[src/rtl/seg_scan_display_ctrl.sv]
// Seven-segment scan controller: double-buffered hex digits, LZ suppression, anti-ghost blank, PWM dim.
// Latency: which/seg registered (1 cycle); loads apply at next frame boundary; no backpressure, load always accepted.
module seg_scan_display_ctrl #(
    parameter int DIGITS    = 8,
    parameter int SEL_W     = 3,
    parameter int DIV_W     = 11,
    parameter int BRIGHT_W  = 3,
    parameter int BLANK_CYC = 16
) (
    input  logic                  clk,
    input  logic                  rst,
    input  logic [4*DIGITS-1:0]   data_in,
    input  logic [DIGITS-1:0]     dp_in,
    input  logic                  load,
    input  logic                  lz_en,
    input  logic [BRIGHT_W-1:0]   bright,
    output logic [SEL_W-1:0]      which,
    output logic [7:0]            seg,
    output logic                  frame_done
);
    localparam logic [SEL_W-1:0] LAST_SEL = SEL_W'(DIGITS - 1);

    logic [DIV_W-1:0]    r_div;
    logic [SEL_W-1:0]    r_which;
    logic [7:0]          r_seg;
    logic                r_frame_done;
    logic [4*DIGITS-1:0] r_stage_dat;
    logic [DIGITS-1:0]   r_stage_dp;
    logic [4*DIGITS-1:0] r_act_dat;
    logic [DIGITS-1:0]   r_act_dp;
    logic                r_pend;

    logic [DIV_W-1:0]    w_div_nxt;
    logic                w_wrap;
    logic                w_boundary;
    logic [SEL_W-1:0]    w_which_nxt;
    logic [4*DIGITS-1:0] w_act_dat_nxt;
    logic [DIGITS-1:0]   w_act_dp_nxt;
    logic [DIGITS-1:0]   w_lead_zero;
    logic [3:0]          w_nib;
    logic                w_dp;
    logic                w_lz_blank;
    logic                w_in_blank;
    logic                w_pwm_off;
    logic [7:0]          w_seg_nxt;

    function automatic logic [6:0] hex7(input logic [3:0] n);
        logic [6:0] s;
        s = 7'h7F;
        case (n)
            4'h0: s = 7'h40;
            4'h1: s = 7'h79;
            4'h2: s = 7'h24;
            4'h3: s = 7'h30;
            4'h4: s = 7'h19;
            4'h5: s = 7'h12;
            4'h6: s = 7'h02;
            4'h7: s = 7'h78;
            4'h8: s = 7'h00;
            4'h9: s = 7'h10;
            4'hA: s = 7'h08;
            4'hB: s = 7'h03;
            4'hC: s = 7'h46;
            4'hD: s = 7'h21;
            4'hE: s = 7'h06;
            4'hF: s = 7'h0E;
            default: s = 7'h7F;
        endcase
        return s;
    endfunction

    assign w_div_nxt   = r_div + 1'b1;
    assign w_wrap      = &r_div;
    assign w_boundary  = w_wrap && (r_which == LAST_SEL);
    assign w_which_nxt = !w_wrap ? r_which :
                         (r_which == LAST_SEL) ? '0 : r_which + 1'b1;

    // A load on the boundary cycle bypasses staging so it is never a frame late.
    always_comb begin
        w_act_dat_nxt = r_act_dat;
        w_act_dp_nxt  = r_act_dp;
        if (w_boundary) begin
            if (load) begin
                w_act_dat_nxt = data_in;
                w_act_dp_nxt  = dp_in;
            end else if (r_pend) begin
                w_act_dat_nxt = r_stage_dat;
                w_act_dp_nxt  = r_stage_dp;
            end
        end
    end

    // Digit 0 is leftmost and shows the most significant nibble.
    always_comb begin
        logic v_run;
        v_run       = 1'b1;
        w_lead_zero = '0;
        for (int k = 0; k < DIGITS; k++) begin
            v_run          = v_run & (w_act_dat_nxt[4*(DIGITS-1-k) +: 4] == 4'h0);
            w_lead_zero[k] = v_run;
        end
    end

    always_comb begin
        w_nib      = 4'h0;
        w_dp       = 1'b0;
        w_lz_blank = 1'b0;
        for (int k = 0; k < DIGITS; k++) begin
            if (w_which_nxt == SEL_W'(k)) begin
                w_nib      = w_act_dat_nxt[4*(DIGITS-1-k) +: 4];
                w_dp       = w_act_dp_nxt[k];
                w_lz_blank = lz_en && w_lead_zero[k] && (k != DIGITS - 1);
            end
        end
    end

    generate
        if (BLANK_CYC == 0) begin : g_no_blank
            assign w_in_blank = 1'b0;
        end else begin : g_blank
            localparam logic [DIV_W-1:0] BLANK_V = DIV_W'(BLANK_CYC);
            assign w_in_blank = (w_div_nxt < BLANK_V);
        end
    endgenerate

    assign w_pwm_off = (w_div_nxt[DIV_W-1 -: BRIGHT_W] > bright);

    always_comb begin
        w_seg_nxt = 8'hFF;
        if (!(w_in_blank || w_pwm_off || w_lz_blank)) begin
            w_seg_nxt = {~w_dp, hex7(w_nib)};
        end
    end

    always_ff @(posedge clk) begin
        if (rst) begin
            r_div        <= '0;
            r_which      <= '0;
            r_seg        <= 8'hFF;
            r_frame_done <= 1'b0;
            r_stage_dat  <= '0;
            r_stage_dp   <= '0;
            r_act_dat    <= '0;
            r_act_dp     <= '0;
            r_pend       <= 1'b0;
        end else begin
            r_div        <= w_div_nxt;
            r_which      <= w_which_nxt;
            r_seg        <= w_seg_nxt;
            r_frame_done <= w_boundary;
            r_act_dat    <= w_act_dat_nxt;
            r_act_dp     <= w_act_dp_nxt;
            if (load) begin
                r_stage_dat <= data_in;
                r_stage_dp  <= dp_in;
            end
            if (w_boundary) begin
                r_pend <= 1'b0;
            end else if (load) begin
                r_pend <= 1'b1;
            end
        end
    end

    assign which      = r_which;
    assign seg        = r_seg;
    assign frame_done = r_frame_done;

endmodule

[config.mk]
export PLATFORM = sky130hd
export DESIGN_NAME = seg_scan_display_ctrl
export DESIGN_NICKNAME = d
export VERILOG_FILES = /design/src/rtl/seg_scan_display_ctrl.sv
export SDC_FILE = /design/constraint.sdc
export NUM_CORES = 1
export LEC_CHECK = 0
export ABC_AREA = 1
export CAP_MARGIN = 15
export CORE_AREA = 2 2 116 90
export CTS_CLUSTER_DIAMETER = 40
export DETAILED_ROUTE_END_ITERATION = 16
export DIE_AREA = 0 0 118 92
export GPL_TIMING_DRIVEN = 0
export PLACE_DENSITY = 0.77
export SYNTH_ARGS = -nofsm -noshare
export SYNTH_HDL_FRONTEND = slang
export SYNTH_SLANG_ARGS = --single-unit
[constraint.sdc]
create_clock -name clk -period 3.1 [get_ports clk]
set_input_delay 0.465 -clock clk [delete_from_list [all_inputs] [get_ports clk]]
set_output_delay 0.465 -clock clk [all_outputs]
set_load 0.005 [all_outputs]
### Yosys cells after proc, flatten, opt, wreduce, memory -nomap -nowiden

Memories as Yosys holds them, arrays and structs flattened. A register that Yosys moved wholly into a read port is not among the register bits.
Cells that the tools add are included.

| cells by class | value |
|---|---|
| bitwise logic cells | 7 |
| equality and inequality tests | 8 |
| multiplexer cells | 32 |
| magnitude comparators | 2 |
| reduce and logical (&&, ||, !) cells | 21 |
| add/subtract/negate cells | 2 |

Operators with widths:

| kind | count |
|---|---|
| 2-to-1 mux 32 bit | 3 |
| 2-to-1 mux 4 bit | 8 |
| zero test 4 bit | 7 |
| 2-to-1 mux 8 bit | 3 |
| 2-to-1 mux 1 bit | 16 |
| equality test 3 bit, second input constant | 5 |
| adder 11 x 1 -> 11 bit, second input constant | 1 |
| < comparator 11 x 5 -> 1 bit, second input constant | 1 |
| AND reduction 11 bit | 1 |
| logical AND 1 bit | 8 |
| AND 1 bit | 6 |
| equality test 3 x 2 -> 1 bit, second input constant | 2 |
| 2-to-1 mux 3 bit | 2 |
| OR reduction 2 bit | 2 |
| adder 3 x 1 -> 3 bit, second input constant | 1 |
| equality test 3 x 1 -> 1 bit, second input constant | 1 |
| greater-than comparator 3 bit | 1 |
| zero test 3 bit | 1 |
| logical OR 1 bit | 2 |
| NOT 1 bit | 1 |

| word-level totals | value |
|---|---|
| memories | 1 |
| flip-flop bits (word level) | 104 |
| input bits | 47 |
| logic and storage cells | 82 |
| bits in read-only memories | 112 |

Memory list:

| name | depth | width | read ports | clocked after Yosys merged registers in | wr ports | line | text |
|---|---|---|---|---|---|---|---|
| (no name shown) | 16 | 7 | 1 | 1 | 0 | 50 | `case (n)` |

### Longest topological paths before layout

Gate-level depths: netlist (run 1).

| logic depth | value |
|---|---|
| depth after elaboration | 15 |
| depth in mapped cells | 21 |

### Worst setup path before layout (run 1)

No wires, ideal clock.

| timing | value |
|---|---|
| path kind | register -> register |
| from | register r_div[0] |
| to | register r_seg[3] (netlist: seg[3]) |
| buffers on the path | 0 |
| arrival time | 2.302 ns |
| setup slack | 0.678 ns |
| clock period less this slack | 2.422 ns |
| required time | 2.981 ns |
| cell stages (with the launch flop) | 20 |
| cells stage by stage | dfxtp_1 -> ha_1 -> nand2_2 -> nor2_4 -> nand3_4 -> nand2_1 -> nand2_2 -> nand2_1 -> nor2_1 -> nand2_1 -> nand3_1 -> nor2_1 -> nand4_1 -> nor2_2 -> inv_1 -> ha_1 -> nand2_1 -> nand2_1 -> nand2_1 -> nand3_1 |

| on the way | value |
|---|---|
| longest elaborated chain between the ends | 15 |

Ends and longest elaborated chain:

| element | line | text |
|---|---|---|
| from (decl) | 23 | `logic [DIV_W-1:0] r_div;` |
| from (signal assigned) | 147 | `r_div <= w_div_nxt;` |
| AND reduction 11 bit | 73 | `assign w_wrap = &r_div;` |
| logical AND 1 bit | 74 | `assign w_boundary = w_wrap && (r_which == LAST_SEL);` |
| 2-to-1 mux 32 bit | 82 | `if (w_boundary) begin` |
| zero test 4 bit | 99 | `v_run = v_run & (w_act_dat_nxt[4*(DIGITS-1-k) +: 4] == 4'h0);` |
| logical AND 1 bit / AND 1 bit (equally long branches) | 112, 99 |  |
| 2-to-1 mux 1 bit, or another cell as far along (5 in series) | 109 | `if (w_which_nxt == SEL_W'(k)) begin` |
| 2-to-1 mux 1 bit / logical AND 1 bit (equally long branches) | 109, 112 |  |
| 2-to-1 mux 1 bit (2 in series) | 109 |  |
| logical OR 1 bit | 130 | `if (!(w_in_blank \|\| w_pwm_off \|\| w_lz_blank)) begin` |
| OR reduction 2 bit (no line) | -- |  |
| to (decl) | 25 | `logic [7:0] r_seg;` |

Parallel ways exist; a longest one is shown, timed or not.
A chain may end at the register's enable or synchronous reset.

### Worst setup path after layout (run 1)

| timing | value |
|---|---|
| from | register r_div[1] |
| to | register r_seg[6] (netlist: seg[6]) |

The elaborated chain is that of the path after synthesis.

==> results of run 1 <==
## area by class of cell
class / count / share of cell area (%)
timing repair buffer: 66 / 9.511
clock buffer: 10 / 3.576
clock inverter: 6 / 1.947
sequential: 104 / 31.17
tap: 136 / 2.546
buffer: 34 / 2.846
multi-input combinational: 611 / 43.31
inverter: 90 / 5.093
## report_power, final
part	switching, uW	internal, uW	leakage, uW
sequential	15.3	1370	0.000847
clock	513	890	0.000182
combinational	125	96.8	0.00203
total	653	2360	0.00305
## flip-flops by register name, summed over array words and instances, names as in the netlist
| name | flops |
|---|---|
| r_act_dat | 32 |
| r_act_dp | 8 |
| frame_done | 1 |
| r_div | 11 |
| r_stage_dat | 32 |
| r_pend | 1 |
| r_stage_dp | 8 |
| which | 3 |
| seg | 8 |
## routing by layer
metal  up-vias  global-route usage [%]
met4         0                   10.04
li1       2762                       -
met5         -                       0
met3        38                   5.659
met2       242                   46.95
met1      2531                   36.89
## how the worst min path moves through the flow
stage	endpoint	slack, ps	from
global placement	r_div[0]	430	r_div[0]
detailed placement	r_stage_dat[4]	460	r_stage_dat[4]
floorplan	r_div[0]	420	r_div[0]
CTS	r_stage_dat[4]	470	r_stage_dat[4]
global route	r_div[0]	440	r_div[0]
finish	r_div[0]	430	r_div[0]
## what timing repair did
action / in CTS / in global routing
hold buffers: 0 / 0
endpoints found under the setup margin: 0 / 7
resized for setup: 0 / 20
setup buffers: 0 / 10
## cell usage in the layout (no fill, tap or decap), types with 7 or more instances in the layout
cell type / synthesis / layout
inv_1: 77 / 77
nor2_2: 8 / 9
clkdlybuf4s50_1: 0 / 56
mux2i_1: 12 / 12
a21oi_1: 43 / 43
buf_4: 0 / 10
nand4_1: 12 / 12
buf_2: 10 / 8
ha_1: 11 / 10
buf_6: 5 / 7
nor2_1: 114 / 111
nand2_2: 10 / 11
inv_2: 13 / 12
clkbuf_16: 0 / 9
clkbuf_1: 17 / 17
dfxtp_1: 104 / 103
o21ai_1: 12 / 12
o21ai_0: 31 / 31
nand3_1: 35 / 35
nand2_1: 295 / 292
## stage by stage
stage          power, uW  util [%]  TNS, ps  worst slack [ps]
3_5_place_dp        1633     62.46        0             184.0
6_report            3009     67.57        0             209.0
4_1_cts             3013     66.19        0             162.6
2_1_floorplan       1527         -        0             678.5
5_1_grt             3099     67.57   -48.34            -28.09
3_3_place_gp        1624     62.46        0             255.2
## cells by family after synthesis
logic type	count (synthesis)	share of synthesized area [%]
and+or+nand+nor	491	37.93
buffers and inverters	124	9.465
DFF	104	38.23
AOI/OAI and AO/OA	91	8.684
muxes	12	2.205
adders and majority gates	11	2.527
xor gates and xnor gates	6	0.9648
==> results.md, run 1 <==
- Diode count: 0
- Clock Skew: 2.959 ps
- Seq/Total Area, Yosys: 38.23%
- Hold WS: around 430 ps
- Vias in the first global route: 5130
- Flop-to-flop setup slack: 210 ps
- Reg-to-Reg End: seg[6]
- Initial antenna violation count: 0
- CTS tree: done
- Top-count cell post-synth: nand2_1
- Area delta synth->final: 22.70%
- Metal2 WL: approximately 7000 um
- Largest net degree at the start of global routing: 17
- Vias: 5573
- Leakage power: 0.003054 uW
- Root buffer cell: clkbuf_16
- CP Class: flop to flop
- Worst Path Max Fanout: 8
- Boundary pin count: 59
- Mapped Avg Cell Area: between 6 and 7 sq um
- Worst skew pair latency: 350 ps
- Clock Sinks: 104
- Synth top area share: 38.23%
- Commonest cells in the netlist: nand2_1, nor2_1, dfxtp_1
- Wire length on met1: 6815 um
- IO Port Bufs: 56
- Power Density: 450.3 mW/mm^2
- CP delay by family, top: simple AND/OR/NAND/NOR gates
- Mapped Nets: 897
- WL met3: ~1000 um
- Worst path bufs/invs: 3
- Clock transition at the registers of the reported paths: 70 ps
- First-pass DRT Iterations: 5
- Req. time, crit path: 3350 ps
- Post-Place Cells: roughly 1000
- Drc violations: 0
- Setup crit end kind: flop
- DR iter-0 viols: 432
- Mapped Area: ~0.0054 sq mm
- Via-to-Cell Ratio: 5.272
- Final Instance Area: 0.006683 sq mm
- Worst setup path end: seg[6]
- Post-synth EDFFs: 0
- Ranking of synthesized cells by area: dfxtp_1, nand2_1, nor2_1
- Mapped Cells: between 800 and 900
- CP Cell Sequence: ha_2 > nand2_2 > nor2_4 > buf_4 > nand4_1 > buf_6 > nand2_1 > nand2_1 > nand2_1 > nand3_1 > nor2_1 > nand4_1 > nor2_4 > inv_1 > ha_1 > nand2_1 > nand2_1 > nand2_1 > nand2_1
- Final non-filler cell total: 1057
- Max Used Layer: met4
- CP Launch Type: flop
- Final worst-path cycle share: 93.26%
- WL final: 15250 um
- Initial Util: 55.07%
- Critical path's largest stage delay: ~350 ps
- Core area: 0.009889 sq mm
- Status: complete, no violations
- Global route overflow: 0
- Wire per inst: roughly 14 um
- Critical path's slowest cell: dfxtp_1
- Max VDD drop: 0.0003591 V
- First-pass GRT wire length: 24530 um
- Reg2Reg Depth: 19
- Worst R2R Start: r_div[1]
- Die ar.: 0.01086 sq mm
- GPL Wtd Cong: 0.9439
- Hold Crit Class: flop to flop
- Period minus WS final: 2891 ps
- Register area: 0.002083 sq mm
- Worst Path Arrival: around 3100 ps
- Die span in y: 92 um
- Cts bufs inserted: 9
- Hold depth: 1
- Layout cell share with drive strength beyond 1: 9.989%
- Multi-input gate area: around 0.0029 sq mm
- # rows: 32
- Worst slew pin tran: 670.6 ps
- HPWL after DPL: 11000 um
- Max cap viols: 0
- Async S/R FF share, synth: 0%
- Netlist cell types: 33
- DP Area: between 0.006 and 0.007 sq mm
- Dominant synthesized flop cell: dfxtp_1
- Gr usage total: between 20% and 30%
- H-Tree Depth: 3
- Worst path depth: 19
- Yosys reg bits: 104
- # fillers: 883
- Max Slew Vio Count: 0
- Relative slew slack: a little under three fifths
- Worst-case clock buffer depth: 2
- Crit path launch: r_div[1]
- Cell mode on critical path: nand2_1
- Horiz. Die Dim: 118 um
- Yosys warning count: 0
- Nets: 974
- Max Fclk: 0.3459 GHz
- Leading area contributor after synthesis: dfxtp_1
- Final hold viol count: 0
- ANT nets after route: 0
- Final setup violation count: 0
Note: power is estimated with default switching activity, not from simulation.
==> run 2: changes to the inputs <==
- CORE_AREA: 2 2 116 90 -> 2 2 91 115
- DIE_AREA: 0 0 118 92 -> 0 0 93 117
- SETUP_SLACK_MARGIN: not set -> 0.05
==> run 2 against run 1 <==
Sequential cell count did not move. First-iteration DRC count fell by 11%. Via count fell by 4.3%. Non-clock buffer count fell by 8. Final area fell by 2.5%. Largest cell class unchanged.
==> results.md, run 2 (synthesized netlist as in run 1, its figures left out) <==
- Initial antenna violation count: 0
- Max Fclk: ~0.35 GHz
- # fillers: 901
- Register area: 0.002083 sq mm
- Boundary pin count: 59
- First-pass GRT wire length: approximately 23000 um
- Area delta synth->final: 19.57%
- Unrepaired setup endpoints after global routing: false
- Final non-filler cell total: 1042
- Cts bufs inserted: 9
- WL final: about 14000 um
- Horiz. Die Dim: about 93 um
- Via-to-Cell Ratio: 5.117
- Final Instance Area: about 0.0065 sq mm
- Largest net degree at the start of global routing: 16
- Initial Util: 55.30%
- GR Layer Usage met1: 30.60%
- ANT nets after route: 0
- Clock Skew: approximately 7 ps
- Die span in y: around 120 um
- Worst Path Max Fanout: 8
- Period minus WS final: 2833 ps
- DR iter-0 viols: about 390
- First-pass DRT Iterations: 5
- Vias: ~5300
- Max VDD drop: ~0.00031 V
- HPWL after DPL: approximately 11000 um
- CTS tree: done
- Commonest non-fill, non-tap cell in the layout: nand2_1
- Max Slew Vio Count: 0
- Worst R2R Start: r_div[1]
- GPL Wtd Cong: 0.9098
- CP Class: flop to flop
- Reg-to-Reg End: seg[1]
- Leakage power: about 0.0030 uW
- Final hold viol count: 0
- Final Worst Setup Slack: 267.2 ps
- Clock Sinks: about 100
- # rows: 41
- Worst Path Arrival: 3080 ps
- Layout cell share with drive strength beyond 1: 8.981%
- Nets: about 970
- Hold Crit Class: flop to flop
- Crit path launch: r_div[1]
- Relative slew slack: 55.88%
- Final setup violation count: 0
- Worst slew pin tran: between 600 and 700 ps
- Status: complete, no violations
- Hold depth: 1
- Drc violations: 0
- Worst-case clock buffer depth: 2
- Worst skew pair latency: about 350 ps
- GR Layer Usage met2: a little under half
- Final worst-path cycle share: 91.38%
- Post-Place Cells: a little over 1000
- Max cap viols: 0
- Power Density: 414.3 mW/mm^2
- Gr usage total: 26.25%
- H-Tree Depth: 3
- Root buffer cell: clkbuf_16
- Worst slack, placed: between 150 and 200 ps
- Most frequent cells in the layout: nand2_1, nor2_1, dfxtp_1, inv_1, clkdlybuf4s50_1
- Core area: 0.009849 sq mm
- DP Area: 0.006168 sq mm
- Setup crit end kind: flop
- GR peak layer: met2
- Die ar.: roughly 0.011 sq mm
- Hold Path End: r_div[0]
- Flop-to-flop setup slack: roughly 270 ps
- Wire per inst: 13.44 um
- CP Launch Type: flop
- Diode count: 0
- Top Registers: r_act_dat (32), r_stage_dat (32), r_div (11)
- Clock transition at the registers of the reported paths: 60 ps
- Hold buffer count at cts: 0
- Post-route setup TNS: 0 ps
- Multi-input gate area: 0.002887 sq mm
- Req. time, crit path: 3340 ps
- Worst hold start: r_div[0]
- Reg2Reg Depth: 18
- IO Port Bufs: 56
- Global route overflow: 0
- Vias in the first global route: 4895
- Met3 Resource Use GR: just over 3%
[run 2: cell count changes in the layout (fill, tap and decap cells not counted), sizes merged]
cell and delta:
buf -9, clkbuf +4, bufinv -4, clkinv +1
[run 2: worst max-delay path by stage]
stage	endpoint	cells after the start
2_1_floorplan	seg[3]	19
5_1_grt	seg[6]	18
4_1_cts	seg[3]	19
3_5_place_dp	seg[3]	19
3_3_place_gp	seg[3]	19
6_report	seg[1]	18
[run 2: cell type report]
type,count,area share [%]
Buffer,34,2.767
Clock buffer,13,4.150
Clock inverter,3,0.2305
Inverter,90,5.226
Multi-Input combinational cell,611,44.32
Sequential cell,104,31.99
Tap cell,129,2.478
Timing Repair Buffer,58,8.838
[run 2: timing repair]
item                                    in CTS  in global routing
gates resized for setup                      0                 13
setup buffers                                0                  2
endpoints found under the setup margin       0                  7
[run 2: critical path: stages (launching register included)]
cell,delay [ps]
dfxtp_1,340
ha_2,180
nand2_2,80
nor2_4,210
buf_4,170
nand4_1,120
nand2_2,190
nand2_1,110
nor2_2,310
a21oi_1,70
nand3_1,110
nand2_1,90
nand4_2,120
inv_2,80
ha_1,280
nand2_1,90
nor2_1,50
nor2_1,80
nand2_1,50
[run 2: routing by layer]
layer | up-vias | share of wire, %
li1 | 2746 | -
met1 | 2392 | 42
met2 | 165 | 50
met3 | 29 | 4.7
met4 | 0 | 3.0
met5 | - | 0
[run 2: per-stage QoR]
step / utilization [%] / hold slack [ps] / power (uW)
6_report: 66.12 / 415.8 / 2698
5_1_grt: 66.12 / 432.1 / 2776
4_1_cts: 65.52 / 454.2 / 2699
3_5_place_dp: 62.63 / 441.8 / 1631
3_3_place_gp: 62.63 / 431.7 / 1624
2_1_floorplan: - / 417.6 / 1527
[run 2: power by group]
group | internal, uW | switching (uW)
combinational | 96.4 | 122
clock | 607 | 489
sequential | 1370 | 14.9
total | 2070 | 626
==> run 3: changes to the inputs <==
- CORE_AREA: 2 2 91 115 -> 2 2 93 113
- DIE_AREA: 0 0 93 117 -> 0 0 95 115
==> run 3 against run 2 <==
Final area up 0.35%. Setup slack lost 68 ps. Non-clock buffer count is 3 higher. Sequential share of layout area shrank 0.091 points. Critical endpoint unchanged. Largest cell class unchanged.
==> results.md, run 3 (synthesized netlist as in run 1, its figures left out) <==
- Clock Sinks: 104
- Power Density: 417.3 mW/mm^2
- Global route overflow: 0
- First-pass DRT Iterations: 5
- ANT nets after route: 0
- CTS tree: done
- Initial Util: ~55%
- Most frequent cells in the layout: nand2_1, nor2_1, dfxtp_1, inv_1, clkdlybuf4s50_1
- Status: complete, no violations
- Boundary pin count: 59
- Horiz. Die Dim: 95 um
- # fillers: 895
- Worst skew pair latency: between 300 and 400 ps
- Area delta synth->final: 19.99%
- H-Tree Depth: 3
- Flop-to-flop setup slack: 200 ps
- Hold Crit Class: flop to flop
- Post-route setup TNS: 0 ps
- Crit path launch: r_div[0]
- Hold WS: approximately 420 ps
- Leakage power: 0.002975 uW
- CP Launch Type: flop
- Vias: 5412
- Worst-case clock buffer depth: 2
- Max cap viols: 0
- Cts bufs inserted: 9
- Max VDD drop: 0.0002927 V
- Die span in y: 115 um
- Worst Path Arrival: ~3100 ps
- Register area: 0.002085 sq mm
- Final worst-path cycle share: between 90% and 100%
- Clock Skew: approximately 10 ps
- Via-to-Cell Ratio: 5.194
- Layout cell share with drive strength beyond 1: 9.498%
- Hold buffer count at cts: 0
- HPWL after DPL: roughly 11000 um
- First-pass GRT wire length: around 23000 um
- Gr usage total: a little over a quarter
- GPL Wtd Cong: around 0.95
- Final Instance Area: 0.006535 sq mm
- Final hold viol count: 0
- Largest net degree at the start of global routing: 17
- Root buffer cell: clkbuf_16
- Die ar.: between 0.01 and 0.015 sq mm
- WL final: approximately 14000 um
- DR iter-0 viols: around 410
- Max Slew Vio Count: 0
- Diode count: 0
- # rows: 40
- Initial antenna violation count: 0
- Unrepaired setup endpoints after global routing: true
- Wire per inst: 13.61 um
- Multi-input gate area: 0.002883 sq mm
- Top Registers: r_act_dat (32), r_stage_dat (32), r_div (11)
- Worst slew pin tran: between 700 and 800 ps
- Req. time, crit path: between 3000 and 4000 ps
- Commonest non-fill, non-tap cell in the layout: nand2_1
- Worst R2R Start: r_div[0]
- Clock transition at the registers of the reported paths: 70 ps
- Relative slew slack: around 52%
- Nets: 969
- Vias in the first global route: 5003
- DP Area: 0.006165 sq mm
- CP Class: flop to flop
- Final setup violation count: 0
- IO Port Bufs: 56
- Setup crit end kind: flop
- Max Fclk: around 0.34 GHz
- Tot Pwr: 2727 uW
- Worst hold start: r_div[0]
- Core area: 0.009859 sq mm
- Drc violations: 0
- Worst Path Max Fanout: 7
- Period minus WS final: approximately 2900 ps
run 3: worst max-delay path: stages, from the launching register on:
cell     delay, ps
dfxtp_2        340
ha_2           190
nand2_2         80
nor2_4         210
nand3_4        180
nand2_1        110
nand2_2        110
nand3_2        130
inv_1           90
nand2_1         70
nand3_1        110
nor2_2         130
nand4_1        190
nor2_4         190
buf_4          140
ha_1           230
nand2_1        110
nor2_1          50
nor2_1          80
nand2_1         50
run 3: through the flow:
| step | setup slack (ps) | util [%] | std cells |
|---|---|---|---|
| 5_1_grt | 6.496 | 66.28 | 1042 |
| 3_5_place_dp | 144.0 | 62.53 | 1021 |
| 3_3_place_gp | 207.2 | 62.53 | 1021 |
| 4_1_cts | 129.0 | 65.47 | 1037 |
| 2_1_floorplan | 678.5 | - | 839 |
| 6_report | 198.7 | 66.28 | 1042 |
run 3: area by class of cell:
| type | count | share of cell area, % |
|---|---|---|
| Multi-Input combinational cell | 611 | 44.11 |
| Sequential cell | 104 | 31.90 |
| Timing Repair Buffer | 61 | 9.152 |
| Inverter | 90 | 5.208 |
| Clock buffer | 11 | 3.561 |
| Buffer | 34 | 2.776 |
| Tap cell | 126 | 2.412 |
| Clock inverter | 5 | 0.8807 |
run 3: per-layer routing:
layer | track usage (%) | routed length, um | up-vias
met3 | 4.522 | 882 | 35
met1 | 32.88 | 5973 | 2448
met4 | 12.46 | 402 | 0
li1 | - | - | 2750
met5 | 0 | 0 | -
met2 | 45.63 | 6921 | 179
run 3: where the power goes:
group	switching [uW]	internal, uW
combinational	122	96.3
sequential	14.8	1370
clock	499	625
total	637	2090
run 3: timing repair:
| item | 4_1_cts | 5_1_grt |
|---|---|---|
| gates resized for setup | 0 | 14 |
| endpoints found under the setup margin | 0 | 7 |
| buffers inserted | 0 | 5 |
run 3: worst paths after layout:
path              cells after the start        to
hold reg to reg                       1  r_div[0]
setup reg to reg                     19    seg[1]
hold / removal                        1  r_div[0]
setup / recovery                     19    seg[1]
